$ cat src/rtl/tile_scheduler.sv
// Outer-loop GEMM sequencer: walks N output tiles x K reduction tiles, launching the
// per-tile core once per (n,k) and requesting one write-back after each N tile's last K tile.
module tile_scheduler #(
  parameter int IDX_W           = 8,
  parameter int WATCHDOG_CYCLES = 4096
) (
  input  logic             clk,
  input  logic             rst_n,
  input  logic             ap_start,
  input  logic [IDX_W-1:0] cfg_n_tiles,
  input  logic [IDX_W-1:0] cfg_k_tiles,
  input  logic [31:0]      cfg_seq_len,
  output logic             ap_done,
  output logic             ap_idle,
  output logic             err_cfg,
  output logic             err_timeout,
  output logic [2:0]       state_dbg,
  output logic             core_start,
  output logic [31:0]      core_seq_len,
  input  logic             core_done,
  input  logic             core_idle,
  output logic [IDX_W-1:0] tile_n_idx,
  output logic [IDX_W-1:0] tile_k_idx,
  output logic             acc_clear,
  output logic             wb_req,
  input  logic             wb_ack
);

  localparam int              WD_W    = $clog2(WATCHDOG_CYCLES) + 1;
  localparam logic [WD_W-1:0] WD_LAST = WD_W'(WATCHDOG_CYCLES - 1);

  typedef enum logic [2:0] {
    S_IDLE   = 3'd0,
    S_LAUNCH = 3'd1,
    S_WAIT   = 3'd2,
    S_WB     = 3'd3,
    S_DONE   = 3'd4
  } state_t;

  state_t           state, state_d;
  logic [IDX_W-1:0] n_tiles, n_tiles_d, k_tiles, k_tiles_d;
  logic [IDX_W-1:0] n_idx_d, k_idx_d;
  logic [31:0]      seq_len_d;
  logic [WD_W-1:0]  wd, wd_d, wd_inc;
  logic             core_start_d, acc_clear_d, wb_req_d, ap_done_d;
  logic             err_cfg_d, err_timeout_d;
  logic             k_last, n_last;

  assign state_dbg = state;
  assign wd_inc    = wd + WD_W'(1);
  assign k_last    = (tile_k_idx == k_tiles - IDX_W'(1));
  assign n_last    = (tile_n_idx == n_tiles - IDX_W'(1));

  always_comb begin
    state_d       = state;
    n_tiles_d     = n_tiles;
    k_tiles_d     = k_tiles;
    n_idx_d       = tile_n_idx;
    k_idx_d       = tile_k_idx;
    seq_len_d     = core_seq_len;
    wd_d          = wd;
    core_start_d  = 1'b0;
    acc_clear_d   = acc_clear;
    wb_req_d      = wb_req;
    ap_done_d     = 1'b0;
    err_cfg_d     = err_cfg;
    err_timeout_d = err_timeout;
    case (state)
      S_IDLE: begin
        if (ap_start) begin
          n_tiles_d     = cfg_n_tiles;
          k_tiles_d     = cfg_k_tiles;
          seq_len_d     = cfg_seq_len;
          n_idx_d       = '0;
          k_idx_d       = '0;
          err_cfg_d     = 1'b0;
          err_timeout_d = 1'b0;
          if (cfg_n_tiles == '0 || cfg_k_tiles == '0) begin
            err_cfg_d = 1'b1;
            state_d   = S_DONE;
          end else begin
            state_d = S_LAUNCH;
          end
        end
      end
      S_LAUNCH: begin
        if (core_idle) begin
          core_start_d = 1'b1;
          acc_clear_d  = (tile_k_idx == '0);
          wd_d         = '0;
          state_d      = S_WAIT;
        end
      end
      S_WAIT: begin
        wd_d = wd_inc;
        // A done seen while our own start pulse is still high belongs to the previous tile.
        if (core_done && !core_start) begin
          if (k_last) begin
            wb_req_d = 1'b1;
            state_d  = S_WB;
          end else begin
            k_idx_d = tile_k_idx + IDX_W'(1);
            state_d = S_LAUNCH;
          end
        end else if (wd_inc == WD_LAST) begin
          err_timeout_d = 1'b1;
          state_d       = S_DONE;
        end
      end
      S_WB: begin
        if (wb_ack) begin
          wb_req_d = 1'b0;
          if (n_last) begin
            state_d = S_DONE;
          end else begin
            n_idx_d = tile_n_idx + IDX_W'(1);
            k_idx_d = '0;
            state_d = S_LAUNCH;
          end
        end
      end
      S_DONE: begin
        ap_done_d = 1'b1;
        state_d   = S_IDLE;
      end
      default: state_d = S_IDLE;
    endcase
  end

  always_ff @(posedge clk or negedge rst_n) begin
    if (!rst_n) begin
      state        <= S_IDLE;
      n_tiles      <= '0;
      k_tiles      <= '0;
      tile_n_idx   <= '0;
      tile_k_idx   <= '0;
      core_seq_len <= '0;
      wd           <= '0;
      core_start   <= 1'b0;
      acc_clear    <= 1'b0;
      wb_req       <= 1'b0;
      ap_done      <= 1'b0;
      ap_idle      <= 1'b1;
      err_cfg      <= 1'b0;
      err_timeout  <= 1'b0;
    end else begin
      state        <= state_d;
      n_tiles      <= n_tiles_d;
      k_tiles      <= k_tiles_d;
      tile_n_idx   <= n_idx_d;
      tile_k_idx   <= k_idx_d;
      core_seq_len <= seq_len_d;
      wd           <= wd_d;
      core_start   <= core_start_d;
      acc_clear    <= acc_clear_d;
      wb_req       <= wb_req_d;
      ap_done      <= ap_done_d;
      ap_idle      <= (state_d == S_IDLE);
      err_cfg      <= err_cfg_d;
      err_timeout  <= err_timeout_d;
    end
  end

endmodule

$ cat config.mk
export PLATFORM = sky130hd
export DESIGN_NAME = tile_scheduler
export DESIGN_NICKNAME = d
export VERILOG_FILES = /design/src/rtl/tile_scheduler.sv
export SDC_FILE = /design/constraint.sdc
export NUM_CORES = 1
export LEC_CHECK = 0
export CORE_ASPECT_RATIO = 1.1
export CORE_MARGIN = 4
export CORE_UTILIZATION = 41
export DETAILED_ROUTE_END_ITERATION = 8
export GPL_ROUTABILITY_DRIVEN = 1
export PLACE_DENSITY = 0.68
export SYNTH_ARGS = -nofsm -noshare
export SYNTH_HDL_FRONTEND = slang
export SYNTH_SLANG_ARGS = --single-unit
$ cat constraint.sdc
create_clock -name clk -period 2.6 [get_ports clk]
set_input_delay 0.39 -clock clk [delete_from_list [all_inputs] [get_ports clk]]
set_output_delay 0.39 -clock clk [all_outputs]
set_load 0.01 [all_outputs]
# Word level (Yosys, flattened, before mapping)
# Index checks and enable logic that the tools add are counted.
# word_totals
register_bits	87
inputBits	54
output_inout_bits	58
wordCells	87
# classes
addsub	5
n_eq_ne	16
mux	32
reduce_logical	20
# ops
cell	n
2-to-1 mux 8 bit	7
one-hot mux 13 bit (2 select lines)	1
logical NOT 8 bit	3
one-hot mux 8 bit (3 select lines)	1
2-to-1 mux 3 bit	7
!= test 2 bit, second input constant	9
adder 8 x 1 -> 8 bit, second input constant	2
== test 8 bit	2
one-hot mux 8 bit (2 select lines)	1
subtractor 8 x 1 -> 8 bit, second input constant	2
adder 13 x 1 -> 13 bit, second input constant	1
== test 13 x 12 -> 1 bit, second input constant	1
2-to-1 mux 13 bit	1
one-hot mux 3 bit (4 select lines)	1
AND reduction 4 bit	3
2-to-1 mux 1 bit	10
nonzero test 2 bit	4
== test 3 x 2 -> 1 bit, second input constant	2
logical NOT 3 bit	2
AND reduction 2 bit	3
AND reduction 6 bit	1
one-hot mux 1 bit (2 select lines)	2
== test 3 x 1 -> 1 bit, second input constant	1
== test 3 bit, second input constant	1
5 further kinds	5

# Depth between registers and ports, before layout
# Gate-level depths: netlist of the first run.
# depth
depth_word	6
depth_mapped	10
mapped_depth_nobuf	8

# Worst setup path before layout of the first run
# OpenSTA, ideal clock, no wires.
# synth_timing
path_type	reg-to-reg
startpoint	register n_tiles[0]
endpoint	register tile_n_idx[5]
setup_ns	0.066
arrival_time_ns	2.291
required_time_ns	2.534
setup_slack_ns	0.243
path_stages_with_launch	10
n_path_buf	1
period_less_slack_ns	2.357
path_cell_list	dfrtp_1 -> inv_1 -> ha_1 -> xnor3_1 -> a32oi_1 -> a2111oi_4 -> a21o_2 -> buf_6 -> or4_1 -> nand2_1
# synth_via
elab_chain_cells	4
# synth_rtl
item	line_no	text
from (decl)	41	logic [IDX_W-1:0] n_tiles, n_tiles_d, k_tiles, k_tiles_d;
from (signal assigned)	148	n_tiles <= n_tiles_d;
subtractor 8 x 1 -> 8 bit	52	assign n_last = (tile_n_idx == n_tiles - IDX_W'(1));
== test 8 bit	52	
!= test 2 bit (no source line)	-	
AND reduction 4 bit (no source line)	-	
to (signal assigned)	150	tile_n_idx <= n_idx_d;
to (decl)	22	output logic [IDX_W-1:0] tile_n_idx,
# Every way passes these cells.
# A chain may end at the register's enable or synchronous reset.

# Worst setup path in the final report of the first run
# layout_timing
startpoint	register n_tiles[0]
endpoint	register tile_k_idx[2]
# layout_via
elab_chain_cells	4
# layout_rtl
item	line_no	text
subtractor 8 x 1 -> 8 bit	52	
== test 8 bit	52	
!= test 2 bit (no source line)	-	
AND reduction 6 bit (no source line)	-	
to (signal assigned)	151	tile_k_idx <= k_idx_d;
to (decl)	23	output logic [IDX_W-1:0] tile_k_idx,
# Every way passes these cells.

==> results.json, run 1 <==
{
  "synth.avg_cell_area_um2": 8.70,
  "hp-class": "primary input to asynchronous set/reset pin",
  "drv_cap": 0,
  "seq_area_frac_synth_pct": 47.7,
  "synthCells": 525,
  "setup_viol": 0,
  "rsz0062_at_grt": "false",
  "synthToLayoutAreaGrowth_pct": 36.1,
  "startpoint_type": "register",
  "ys_ff_latch": 87,
  "start_util_pct": 41.9,
  "dr.pass1.iters": 5,
  "cts_buffers": 9,
  "syn-cell-area_um2": 4570,
  "rows": 40,
  "yosysWarnings": 0,
  "clkLatencyLatePin_ns": 0.34,
  "synth_top_area_share_pct": 47.1,
  "vias_per_cell": 5.33,
  "clockBufferDepth": 2,
  "cts-htree-levels": 3,
  "p_leak_nw": 2.78,
  "yosys_most_used_dff": "dfrtp_1",
  "cts.sinks": 87,
  "grt_use_total_pct": 19.8,
  "die_y_um": 119,
  "synth_nets": 586,
  "reg2reg_depth": 8,
  "antenna_found_initial": 0,
  "grt_pass1_wl_mm": 20.4,
  "io_pins": 112,
  "r2r_slack_ns": 0.11,
  "drtIter0Drc": 228,
  "dieArea_um2": 12900,
  "cp.required_ns": 2.86,
  "endpoint_kind": "register",
  "clkSlewWorstSetupHoldPaths_ns": 0.06,
  "final_nets": 693,
  "post-route-min-period_ns": 2.49,
  "wl_per_cell_um": 15.6,
  "synth_cell_types": 57,
  "fillers": 1023,
  "hold_ws_ns": 0.0373,
  "period_share_pct": 95.6,
  "crit_arrival_ns": 2.74,
  "drive_above_1_share_pct": 6.59,
  "hpwl_mm": 8.81,
  "tns_ns": 0,
  "drc": 0,
  "num_antenna_cells": 0,
  "maxSlewViolCount": 0,
  "critical_path_class": "register to register",
  "cts_hold_buf": 0,
  "synth_top_area_cell": "dfrtp_1",
  "cts_tree": "done",
  "async_reset_ff_share_pct": 100,
  "power_density_nw_per_um2": 1020,
  "vias": 4176,
  "root_buffer": "clkbuf_16",
  "final_cell_mix": "nand2_1 (171), clkdlybuf4s50_1 (110), dfrtp_1 (86)",
  "irDropWorstVdd_v": 0.000456,
  "synth_area_leaders": "dfrtp_1 (47%), nand2_1 (14%), o21ai_0 (2.4%), nand3_1 (2.2%), ha_1 (1.9%)",
  "final_common_cell": "nand2_1",
  "r2r_start": "n_tiles[0]",
  "drt-total-wl_mm": 12.2,
  "fmax_mhz": 402,
  "finalClockSkew_ns": 0.00363,
  "place.gp.congestion": 0.843,
  "cts_setup_buffers": 0,
  "tightest_slew_ns": 0.569,
  "grt.overflow.total": 0,
  "numPortBuffers": 111,
  "grt_pass1_vias": 4056,
  "core_area_um2": 10900,
  "status": "finished clean",
  "ant_nets": 0,
  "multi_input_area_um2": 2280,
  "regArea_um2": 2180,
  "crit_fanout": 7,
  "hold_violations": 0,
  "grt_max_degree": 47,
  "max_slew_margin_pct": 62.0,
  "dieWidth_um": 109,
  "r2r_end": "tile_k_idx[2]",
  "synth_edf_count": 0
}
## synth_stat cells (2+ instances only)
cell / count
nand2_1: 171
dfrtp_1: 86
o21ai_0: 22
nand3_1: 20
inv_1: 19
nor2_1: 18
clkbuf_1: 17
nor3_1: 13
a21oi_1: 12
nor4_1: 11
xnor2_1: 10
xor2_1: 10
mux2i_1: 8
ha_1: 7
or4_1: 7
and3_1: 6
nand2b_1: 6
nand3b_1: 6
o211ai_1: 6
o31ai_1: 5
and2_1: 4
buf_2: 4
nand4_1: 4
nor2b_1: 4
a31oi_1: 3
buf_1: 3
o41ai_1: 3
a221o_1: 2
a22o_1: 2
a311o_1: 2
buf_6: 2
nand4b_1: 2
nor3b_1: 2
o2111ai_1: 2
o221ai_1: 2
o22ai_1: 2
or3_1: 2
## metal layers
| layer | track usage, % | routed length [µm] | share of wire [%] | vias up |
|---|---|---|---|---|
| li1 | - | - | - | 2016 |
| met1 | 27.3 | 5430 | 44 | 2034 |
| met2 | 30.8 | 5960 | 49 | 117 |
| met3 | 4.37 | 697 | 5.7 | 9 |
| met4 | 6.16 | 155 | 1.3 | 0 |
| met5 | 0 | 0 | 0 | - |
## registers in the layout, indices dropped and copies added, names as in the netlist
register	flops
core_seq_len	32
wd	13
k_tiles	8
n_tiles	8
tile_k_idx	8
tile_n_idx	8
state_dbg	3
acc_clear	1
ap_done	1
ap_idle	1
core_start	1
err_cfg	1
err_timeout	1
wb_req	1
## critical path, stage by stage, from the launching register on
cell and delay [ns]:
dfrtp_1 0.44, inv_1 0.10, ha_2 0.23, xnor3_1 0.42, a32oi_2 0.23, a2111oi_4 0.10, o221a_4 0.34, nor4_1 0.32
mux2i_1 0.23
## how the worst max path moves through the flow
stage	start	cells after the start	to	slack, ns
after floorplan	n_tiles[0]	9	tile_n_idx[5]	0.24
after global placement	n_tiles[0]	8	tile_n_idx[1]	0.16
after detailed placement	n_tiles[0]	8	tile_k_idx[6]	0.04
after CTS	n_tiles[0]	8	tile_k_idx[6]	0.005
after global routing	n_tiles[0]	8	ap_idle	0.02
final	n_tiles[0]	8	tile_k_idx[2]	0.11
## report_power, final
group	internal (W)	total [W]	leakage (nW)	switching, W
logic	0.00135	0.00284	1.52	0.00148
clock network	0.000773	0.00128	0.138	0.000504
registers	0.00182	0.00225	1.13	0.000436
## kinds of logic after synthesis
group           count (synthesis)  synth area share [%]
mux                             8                  1.75
xor+xnor                       21                  4.33
fa+ha+maj                       7                  1.92
simple gates                  283                  28.6
buf+inv                        45                  4.13
flops                          87                  47.7
compound gates                 74                  11.6
## area by class of cell
type | instances | area share, %
Multi-Input combinational cell | 393 | 36.7
Clock inverter | 1 | 0.483
Inverter | 19 | 1.15
Timing Repair Buffer | 122 | 19.6
Clock buffer | 15 | 4.15
Tap cell | 147 | 2.96
Sequential cell | 87 | 35.0
## metrics by stage
| stage | instances | cell area [µm²] | utilization, % | setup WS [ns] | total power [W] |
|---|---|---|---|---|---|
| finish | 784 | 6220 | 57.0 | 0.115 | 0.00637 |
| global route | 784 | 6220 | 57.0 | 0.0220 | 0.00683 |
| CTS | 784 | 6160 | 56.4 | 0.00473 | 0.00635 |
| detailed placement | 768 | 5860 | 53.8 | 0.0423 | 0.00503 |
| global placement | 768 | 5860 | 53.8 | 0.164 | 0.00493 |
| floorplan | 525 | 4570 | - | 0.243 | 0.00382 |
## repair_timing
item / 4_1_cts / 5_1_grt
resized for setup: 1 / 9
endpoints found under the hold margin: 0 / 0
setup endpoints to repair: 1 / 16
pin swaps: 0 / 1
Power figures use the tool's default switching activity.
==> inputs of run 2 (changes only) <==
CTS_CLUSTER_DIAMETER = 200   (was default)
==> results of run 2 <==
Final layout, timing and power as in run 1 (identical DEF).
==> inputs of run 3 (changes only) <==
GPL_ROUTABILITY_DRIVEN = 0   (was 1)
PLACE_DENSITY = default   (was 0.68)
PLACE_DENSITY_LB_ADDON = 0.08   (was default)
==> results.json, run 3 (synthesis gave the netlist of run 1 again) <==
{
  "drtIter0Drc": 174,
  "crit_arrival_ns": 2.73,
  "clockBufferDepth": 2,
  "fin_util_pct": 57.5,
  "grt_use_total_pct": 19.9,
  "clkLatencyLatePin_ns": 0.34,
  "p_leak_nw": 2.81,
  "status": "finished clean",
  "reg2reg_depth": 8,
  "grt_max_degree": 49,
  "power_frac_clock_pct": 21.1,
  "grt_pass1_wl_mm": 20.6,
  "finalClockSkew_ns": 0.00922,
  "cts_tree": "done",
  "irDropWorstVdd_v": 0.000414,
  "drive_above_1_share_pct": 7.52,
  "combPwrFrac_pct": 44.6,
  "slowest_stage": "a2111oi_4",
  "maxSlewViolCount": 0,
  "reg.largest.list": "core_seq_len x32, wd x13",
  "drv_cap": 0,
  "final_cell_mix": "nand2_1 (171), clkdlybuf4s50_1 (110), dfrtp_1 (86)",
  "drt-total-wl_mm": 12.3,
  "grt.overflow.total": 0,
  "endpoint_kind": "register",
  "cp_cell_sequence": "inv_1 -> ha_2 -> xnor2_1 -> a311o_1 -> a2111oi_4 -> nand2_1 -> a221o_1 -> nor4b_2",
  "cts_resized": 1,
  "vias": 4145,
  "hpwl_mm": 8.82,
  "antenna_found_initial": 0,
  "intPower_w": 0.00404,
  "cts-htree-levels": 3,
  "fmax_mhz": 403,
  "startpoint_type": "register",
  "dieArea_um2": 12900,
  "slowest_delay_ns": 0.46,
  "numPortBuffers": 111,
  "synthToLayoutAreaGrowth_pct": 37.2,
  "cts.sinks": 87,
  "p_sw_w": 0.00246,
  "core_area_um2": 10900,
  "cts_hold_buf": 0,
  "hold_violations": 0,
  "clkSlewWorstSetupHoldPaths_ns": 0.07,
  "rows": 40,
  "io_pins": 112,
  "dieWidth_um": 109,
  "wl_per_cell_um": 15.7,
  "power_density_nw_per_um2": 1040,
  "die_y_um": 119,
  "period_share_pct": 95.4,
  "regMostFlops": "core_seq_len",
  "hp-class": "primary input to asynchronous set/reset pin",
  "swShare_pct": 37.8,
  "cts_buffers": 9,
  "grt_pass1_vias": 4127,
  "max_slew_margin_pct": 62.8,
  "root_buffer": "clkbuf_16",
  "tightest_slew_ns": 0.559,
  "critical_path_class": "register to register",
  "final_common_cell": "nand2_1",
  "dr.pass1.iters": 4,
  "drc": 0,
  "post-route-min-period_ns": 2.48,
  "setup_viol": 0,
  "num_antenna_cells": 0,
  "fillers": 1047,
  "vias_per_cell": 5.28,
  "seqPwrFrac_pct": 34.3,
  "start_util_pct": 41.9,
  "ant_nets": 0,
  "cts_setup_buffers": 0,
  "power_w": 0.00650,
  "crit_fanout": 5,
  "largest_register_ffs": 32,
  "final_nets": 695,
  "cp.required_ns": 2.85
}
run 3: path summary, 6_finish.rpt:
path	to	startpoint	slack [ns]
min	err_timeout	rst_n	0.03
max reg2reg	ap_idle	n_tiles[0]	0.12
max	ap_idle	n_tiles[0]	0.12
min reg2reg	core_seq_len[10]	core_seq_len[10]	0.47
min in group clk	core_seq_len[10]	core_seq_len[10]	0.47
max in group asynchronous	core_seq_len[20]	rst_n	1.90
run 3: metrics by stage:
stage / area (µm²) / std cells / setup TNS (ns) / hold WS (ns) / setup WS [ns]
2_1_floorplan: 4570 / 525 / 0 / 0.0944 / 0.243
3_3_place_gp: 5890 / 770 / 0 / 0.416 / 0.150
3_5_place_dp: 5890 / 770 / 0 / 0.417 / 0.0164
4_1_cts: 6210 / 785 / 0 / 0.0540 / 0.0180
5_1_grt: 6270 / 785 / -0.0165 / 0.0775 / -0.00748
6_report: 6270 / 785 / 0 / 0.0339 / 0.119
run 3: critical path, delay by kind of cell, from the launching register on:
kind	cells	cell delay (ns)
AO/OA/AOI/OAI	3	1.11
XOR/XNOR	1	0.13
adder cells (fa/ha/maj)	1	0.27
buffers and inverters	1	0.09
flip-flops	1	0.43
AND/OR/NAND/NOR	2	0.35
run 3: final cells by class:
| cell class | count | area, µm² | area share, % |
|---|---|---|---|
| Clock buffer | 9 | 225 | 3.59 |
| Timing Repair Buffer | 124 | 1240 | 19.8 |
| Sequential cell | 87 | 2180 | 34.8 |
| Clock inverter | 6 | 86.3 | 1.38 |
| Inverter | 19 | 71.3 | 1.14 |
| Tap cell | 147 | 184 | 2.93 |
| Multi-Input combinational cell | 393 | 2280 | 36.4 |
run 3: per-layer routing:
metal / up-vias / routed length [µm] / global-route usage [%]
li1: 2022 / - / -
met3: 15 / 930 / 6.06
met4: 0 / 148 / 5.60
met1: 2000 / 5350 / 27.0
met2: 108 / 5870 / 30.6
met5: - / 0 / 0
run 3: power by group through the flow:
stage / combinational (W) / clock (W) / sequential (W)
final: 0.00289 / 0.00137 / 0.00223
after CTS: 0.00285 / 0.00140 / 0.00223
after detailed placement: 0.00283 / 0 / 0.00224
after global placement: 0.00277 / 0 / 0.00222
after floorplan: 0.00153 / 0 / 0.00229
after global routing: 0.00321 / 0.00145 / 0.00230
